<file path="config.mk">
export PLATFORM = sky130hd
export DESIGN_NAME = fifo_read_stage
export DESIGN_NICKNAME = d
export VERILOG_FILES = /design/src/rtl/fifo_read_stage.sv
export SDC_FILE = /design/constraint.sdc
export NUM_CORES = 1
export LEC_CHECK = 0
export ABC_AREA = 1
export BUFFER_PORTS_ARGS = -buffer_cell sky130_fd_sc_hd__buf_4
export CAP_MARGIN = 10
export CORE_MARGIN = 3
export CORE_UTILIZATION = 51
export DETAILED_ROUTE_END_ITERATION = 12
export PLACE_DENSITY = 0.81
export REMOVE_ABC_BUFFERS = 1
export SYNTH_ARGS = -nofsm -noshare
export SYNTH_HDL_FRONTEND = slang
export SYNTH_SLANG_ARGS = --single-unit
</file>
<file path="constraint.sdc">
create_clock -name clk -period 2.4 [get_ports clk]
set_input_delay 0.72 -clock clk [delete_from_list [all_inputs] [get_ports clk]]
set_output_delay 0.72 -clock clk [all_outputs]
set_load 0.1 [all_outputs]
</file>
<file path="src/rtl/fifo_read_stage.sv">
`default_nettype none
// ============================================================================
// Module   : fifo_read_stage
// Purpose  : Read-side stage for a show-ahead FIFO. Pops words from the
//            upstream FIFO into a 2-entry in-order skid buffer and presents
//            them downstream with a valid/ready handshake. It also checks
//            every popped word against an incrementing sequence.
// Ports    :
//   clk           rising-edge clock
//   reset         asynchronous active-high reset
//   fifo_empty    upstream FIFO empty flag; fifo_data is valid when 0
//   fifo_data     upstream FIFO head word (show-ahead)
//   fifo_read     pop strobe to the upstream FIFO (combinational)
//   out_valid     downstream data valid
//   out_data      downstream data word (oldest buffered entry)
//   out_ready     downstream accept
//   seq_check_en  enables sequence checking of popped words
//   seq_err       one-cycle pulse after a popped word breaks the sequence
//   err_count     saturating count of sequence mismatches
//   pop_count     saturating count of words popped from the upstream FIFO
// Revision : 1.0  initial release
// ============================================================================
module fifo_read_stage #(
  parameter int DATA_BITS = 11,
  parameter int CNT_BITS  = 16
) (
  input  logic                 clk,
  input  logic                 reset,
  input  logic                 fifo_empty,
  input  logic [DATA_BITS-1:0] fifo_data,
  output logic                 fifo_read,
  output logic                 out_valid,
  output logic [DATA_BITS-1:0] out_data,
  input  logic                 out_ready,
  input  logic                 seq_check_en,
  output logic                 seq_err,
  output logic [CNT_BITS-1:0]  err_count,
  output logic [CNT_BITS-1:0]  pop_count
);

  // Buffer occupancy states
  localparam logic [1:0] c_EMPTY = 2'd0;
  localparam logic [1:0] c_ONE   = 2'd1;
  localparam logic [1:0] c_TWO   = 2'd2;

  localparam logic [CNT_BITS-1:0]  c_CNT_MAX = {CNT_BITS{1'b1}};
  localparam logic [CNT_BITS-1:0]  c_CNT_ONE = {{(CNT_BITS-1){1'b0}}, 1'b1};
  localparam logic [DATA_BITS-1:0] c_DAT_ONE = {{(DATA_BITS-1){1'b0}}, 1'b1};

  logic [1:0]           r_state;
  logic [1:0]           w_state_nxt;
  logic                 w_push;
  logic                 w_pop;
  logic                 w_mismatch;
  logic [DATA_BITS-1:0] r_buf0;      // oldest entry, drives out_data
  logic [DATA_BITS-1:0] r_buf1;      // second entry, valid only in TWO
  logic [DATA_BITS-1:0] r_exp;
  logic                 r_seq_err;
  logic [CNT_BITS-1:0]  r_err_count;
  logic [CNT_BITS-1:0]  r_pop_count;

  // --------------------------------------------------------------------------
  // State register
  // --------------------------------------------------------------------------
  always_ff @(posedge clk or posedge reset) begin
    if (reset) begin
      r_state <= c_EMPTY;
    end else begin
      r_state <= w_state_nxt;
    end
  end

  // --------------------------------------------------------------------------
  // Next-state logic
  // --------------------------------------------------------------------------
  always_comb begin
    w_state_nxt = r_state;
    case (r_state)
      c_EMPTY: if (w_push) w_state_nxt = c_ONE;
      c_ONE: begin
        if (w_push && !w_pop)      w_state_nxt = c_TWO;
        else if (w_pop && !w_push) w_state_nxt = c_EMPTY;
      end
      c_TWO:   if (w_pop) w_state_nxt = c_ONE;
      default: w_state_nxt = c_EMPTY;
    endcase
  end

  // --------------------------------------------------------------------------
  // Output logic. fifo_read is gated by reset so the upstream FIFO is never
  // popped while the stage is being cleared.
  // --------------------------------------------------------------------------
  always_comb begin
    fifo_read = !reset && !fifo_empty && (r_state != c_TWO);
    out_valid = (r_state != c_EMPTY);
  end

  assign w_push     = fifo_read;
  assign w_pop      = out_valid && out_ready;
  assign w_mismatch = w_push && seq_check_en && (fifo_data != r_exp);

  // --------------------------------------------------------------------------
  // Buffer storage. A pop in TWO shifts the second entry into the head slot;
  // a simultaneous push/pop in ONE replaces the head directly.
  // --------------------------------------------------------------------------
  always_ff @(posedge clk or posedge reset) begin
    if (reset) begin
      r_buf0 <= '0;
      r_buf1 <= '0;
    end else begin
      case (r_state)
        c_EMPTY: if (w_push) r_buf0 <= fifo_data;
        c_ONE: begin
          if (w_push && w_pop) r_buf0 <= fifo_data;
          else if (w_push)     r_buf1 <= fifo_data;
        end
        c_TWO:   if (w_pop) r_buf0 <= r_buf1;
        default: ;
      endcase
    end
  end

  // --------------------------------------------------------------------------
  // Sequence checker and counters. exp always resynchronises to the word
  // just popped so a single gap produces a single error.
  // --------------------------------------------------------------------------
  always_ff @(posedge clk or posedge reset) begin
    if (reset) begin
      r_exp       <= '0;
      r_seq_err   <= 1'b0;
      r_err_count <= '0;
      r_pop_count <= '0;
    end else begin
      r_seq_err <= w_mismatch;
      if (w_push) begin
        r_exp <= fifo_data + c_DAT_ONE;
        if (r_pop_count != c_CNT_MAX) r_pop_count <= r_pop_count + c_CNT_ONE;
      end
      if (w_mismatch && (r_err_count != c_CNT_MAX)) begin
        r_err_count <= r_err_count + c_CNT_ONE;
      end
    end
  end

  assign out_data  = r_buf0;
  assign seq_err   = r_seq_err;
  assign err_count = r_err_count;
  assign pop_count = r_pop_count;

endmodule
`default_nettype wire

</file>
; ---- After elaboration in Yosys (flattened, before gate mapping)
; Cells that the tools add are included.
[totals]
ff_bits = 68
latch_bits = 0
ramBits = 0
romBits = 0
wordCells = 50
memories = 0
[op_classes]
n_addsub = 3
mul = 0
div = 0
order_cmp = 0
eq_ne = 10
shift = 0
mux = 9
n_bitwise = 1
reduce_logical = 20
[ops]
columns = op, count
row1 = $mux 11, 3
row2 = $pmux 11 s3, 1
row3 = $add 16x1->16 const B, 2
row4 = $ne 16x16->1 const B, 2
row5 = $add 11x1->11 const B, 1
row6 = $ne 11x11->1, 1
row7 = $logic_and 1x1->1, 9
row8 = $mux 2, 4
row9 = $ne 2x2->1 const B, 4
row10 = $pmux 2 s3, 1
row11 = $reduce_and 3->1, 2
row12 = $logic_not 1->1, 4
row13 = $reduce_and 4->1, 1
row14 = $ne 3x3->1 const B, 1
row15 = $reduce_bool 3->1, 1
row16 = $eq 2x1->1 const B, 1
row17 = $eq 2x2->1 const B, 1
row18 = $logic_not 2->1, 1
row19 = $reduce_and 2->1, 1
row20 = $reduce_bool 2->1, 1
row21 = $not 1->1, 1

; ---- Longest topological paths before layout
[logic_depth]
depth_word = 8
depth_mapped = 11

; ---- Worst setup path after synthesis
; No wires, ideal clock.
[synth_timing]
path_type = input -> register
from = input fifo_empty
to = register r_buf0[0] (netlist: out_data[0])
t_arrival_ps = 2413
t_required_ps = 2280
slack_ps = -133
cell_stages = 10
path_buffers = 2
cell_sequence = nor2_1 > nand2_4 > inv_2 > buf_2 > ha_1 > a21oi_1 > nor2_1 > buf_2 > nand2_1 > o21a_1
[synth_between]
elab_chain_cells = 6
[synth_rtl]
columns = item, line_no
row1 = start: declaration, 29  ; input logic fifo_empty,
row2 = $logic_not 1->1 *, 94  ; fifo_read = !reset && !fifo_empty && (r_state != c_TWO);
row3 = $logic_and 1x1->1 * (2 in series), 94
row4 = via fifo_read, 31  ; output logic fifo_read,
row5 = $logic_and 1x1->1, 114  ; if (w_push && w_pop) r_buf0 <= fifo_data;
row6 = $ne 2x2->1 (no line), n/a
row7 = $reduce_and 4->1 (no line) *, n/a
row8 = end signal: assignment, 112  ; c_EMPTY: if (w_push) r_buf0 <= fifo_data;
row9 = end signal: assignment, 114
row10 = end signal: assignment, 117  ; c_TWO: if (w_pop) r_buf0 <= r_buf1;
row11 = end: declaration, 55  ; logic [DATA_BITS-1:0] r_buf0;
; Mark *: on every way through the listed nets, which the timed path passes. The rest lies on a longest branch.
; A chain may end at the register's enable or synchronous reset.

; ---- Final worst setup path
[layout_timing]
from = input reset
to = output fifo_read
[layout_between]
elab_chain_cells = 3
[layout_rtl]
columns = item, line_no
row1 = start: declaration, 28  ; input logic reset,
row2 = $logic_not 1->1 (no line), n/a
row3 = $logic_and 1x1->1 (2 in series), 94
row4 = end: declaration, 31
; Every way passes these cells.

==> flow_metrics.py <==
metrics = {
    "run_status": {
        "status": "finished clean",
    },
    "routing": {
        "vias": 3339,
        "wl_per_cell_um": 12.15,
        "firstDrtPassIters": 4,
        "routed_wl_um": 8070,
        "drtAntennaViolNets": 0,
        "drc": 0,
        "via_per_inst": 5.029,
        "drt_iter0_drc": 218,
    },
    "critical_path": {
        "required_ns": 1.68,
        "regToRegSetupSlack_ns": 0.63,
        "cp_slowest_cell": "buf_4",
        "path_cells": "buf_4 > nor2_1 > nand2_4 > inv_2 > buf_4",
        "cp_max_fo": 4,
        "path_class": "in2out",
        "ff2ff_path_depth": 10,
        "regToRegStartpoint": "r_state[0]",
        "critPathMostFrequentCell": "buf_4",
        "max_stage_delay_ns": 0.29,
        "cp-end-kind": "output pin",
        "cp-start-kind": "primary input",
        "r2r_end": "out_data[1]",
        "worst_ep_arrival_time_ns": 1.53,
    },
    "layout": {
        "area_growth_pct": 20.41,
        "finalNetCount": 584,
        "most-common-layout-cells": "nand2_1 (175), dfrtp_1 (68), buf_4 (68)",
        "n_fill_cell": 634,
        "final-seq-area_um2": 1702,
        "multi_input_area_um2": 1799,
        "layout_commonest_cell": "nand2_1",
        "drive_gt1_share_pct": 17.96,
        "diodes": 0,
    },
    "floorplanning": {
        "core_region_area_um2": 6982,
        "dieArea_um2": 8447,
        "fp.dieW_um": 91.91,
        "die_h_um": 91.91,
        "initial_core_util_pct": 53.91,
        "rows": 30,
        "ioPinCount": 62,
    },
    "synthesis": {
        "netlist_instances": 496,
        "synth_cell_types": 32,
        "yosys_warnings": 0,
        "ys_seq_elements": 68,
        "ys_seq_area_share_pct": 45.21,
        "syn_area_per_cell_um2": 7.588,
        "syn_area_um2": 3764,
    },
    "timing": {
        "drv_slew": 0,
        "setup_violations": 0,
        "worst_slack_ns": 0.1541,
        "fin_hold_ws_ns": 0.4659,
        "relSlewSlack_pct": 55.58,
        "hold_viol_final": 0,
        "fin_crit_ns": 2.246,
        "rsz0062_at_grt": "no",
        "timing.final.crit_share_pct": 93.58,
        "fmax_mhz": 445.3,
        "worst_pin_slew_ns": 0.6613,
        "clock_skew_ns": 0.008185,
    },
    "clock_network": {
        "clk_latency_ns": 0.35,
        "cts_sinks": 68,
        "cts.clk_slew.worst_paths_ns": 0.07,
        "cts_root_buf": "clkbuf_8",
        "post_cts_buffers": 0,
        "clockBufferDepth": 2,
        "ctsResizeCount": 0,
        "tritoncts": "built",
        "ctsHoldBuffers": 0,
        "htree_levels": 3,
        "tritoncts.num_buffers": 9,
    },
    "power": {
        "peakVddDrop_mv": 0.7925,
        "clkPwrFrac_pct": 17.0,
        "pwr-share-comb_pct": 50.0,
        "power.leakage_uw": 0.002251,
        "swShare_pct": 51.32,
        "powerDensity_nw_per_um2": 1148,
        "internal_power_uw": 2532,
        "p_sw_uw": 2670,
        "seqPwrFrac_pct": 32.9,
    },
    "min_path": {
        "hold_path_class": "in2async",
    },
    "job": {
        "drv_cap": 0,
    },
    "global_route": {
        "grt.total_usage_pct": 20.50,
        "grt_pass1_wl_um": 14100,
        "first_global_vias": 3212,
        "grt-ovfl-total": 0,
        "grt_antenna_before_repair": 0,
        "grt_max_degree": 69,
    },
    "place": {
        "io_buffer_count": 61,
        "hpwl_um": 5852,
        "gp_congestion": 0.8319,
        "pre_cts_ws_ns": 0.1602,
    },
}
-- synthesized netlist by cell type --
master / number / share of area (%)
dfrtp_1: 68 / 45
ha_1: 5 / 1.7
and2_1: 1 / 0.17
xor2_1: 8 / 1.9
nand3b_1: 2 / 0.40
buf_6: 2 / 0.60
o211ai_1: 1 / 0.20
nor2_1: 32 / 3.2
o21ai_1: 2 / 0.27
clkinv_1: 1 / 0.10
nand2_4: 3 / 0.90
a22o_1: 1 / 0.23
a21oi_1: 3 / 0.40
nand4_2: 1 / 0.33
or2_4: 1 / 0.23
nand4_1: 25 / 4.2
buf_2: 6 / 0.80
o21a_1: 11 / 2.2
nor2_2: 2 / 0.33
nand3_2: 2 / 0.53
o21ai_0: 36 / 4.8
nand2_1: 175 / 17
o22ai_1: 1 / 0.17
nor3_2: 1 / 0.27
nor2_4: 1 / 0.30
inv_2: 6 / 0.60
a31oi_1: 1 / 0.17
inv_1: 44 / 4.4
clkbuf_1: 5 / 0.50
nor3_1: 8 / 1.1
xnor2_1: 11 / 2.6
nand3_1: 30 / 4.0
-- power by group through the flow --
stage | registers [µW] | logic (µW) | clock network, µW
global placement | 1720 | 2570 | 0
finish | 1710 | 2600 | 886
global route | 1760 | 2770 | 969
floorplan | 2990 | 776 | 0
CTS | 1710 | 2630 | 909
detailed placement | 1730 | 2620 | 0
-- final cells by class --
cell class / count / area share [%]
clock buffers: 13 / 3.727
clock inverters: 3 / 0.4417
inverters: 51 / 4.224
multi-input cells: 364 / 39.70
flip-flops and latches: 68 / 37.55
well taps: 96 / 2.650
repair buffers: 69 / 11.71
-- worst max-delay path by stage --
stage	start	to	cells after the start
global route	r_state[0]	fifo_read	5
global placement	fifo_empty	fifo_read	5
CTS	reset	fifo_read	5
floorplan	fifo_empty	out_data[1]	8
detailed placement	reset	fifo_read	5
finish	reset	fifo_read	5
-- through the flow --
stage	setup TNS [ns]	power, µW	instance area [µm²]	utilization, %	std cells
finish	0	5202	4532	64.91	664
global route	0	5506	4532	64.91	664
CTS	0	5249	4532	64.91	664
detailed placement	0	4357	4343	62.20	648
global placement	0	4286	4343	62.20	648
floorplan	-8.807	3763	3692	-	483
-- critical path, delay by kind of cell --
| family | cells | cell delay (ns) |
|---|---|---|
| buffers and inverters | 3 | 0.50 |
| and+or+nand+nor | 2 | 0.30 |
-- state kept, by name, summed over array words and instances, names as in the netlist --
name and count:
out_data 11, err_count 16, pop_count 16, r_exp 11, r_buf1 11, r_state 2
seq_err 1
-- cell families after synthesis --
logic type	after synthesis	share of synthesized area, %
AND/OR/NAND/NOR	284	33.31
flip-flops	68	45.21
buffers and inverters	64	6.981
AO/OA/AOI/OAI	56	8.411
XOR/XNOR	19	4.422
adder cells (fa/ha/maj)	5	1.662
-- metal layers --
metal / vias up / GRT usage, % / wire, µm
li1: 1744 / - / -
met1: 1510 / 25.96 / 3719
met2: 76 / 34.49 / 3885
met3: 9 / 4.430 / 368
met4: 0 / 7.550 / 97
met5: - / 0 / 0
Note: power is estimated with default switching activity, not from simulation.
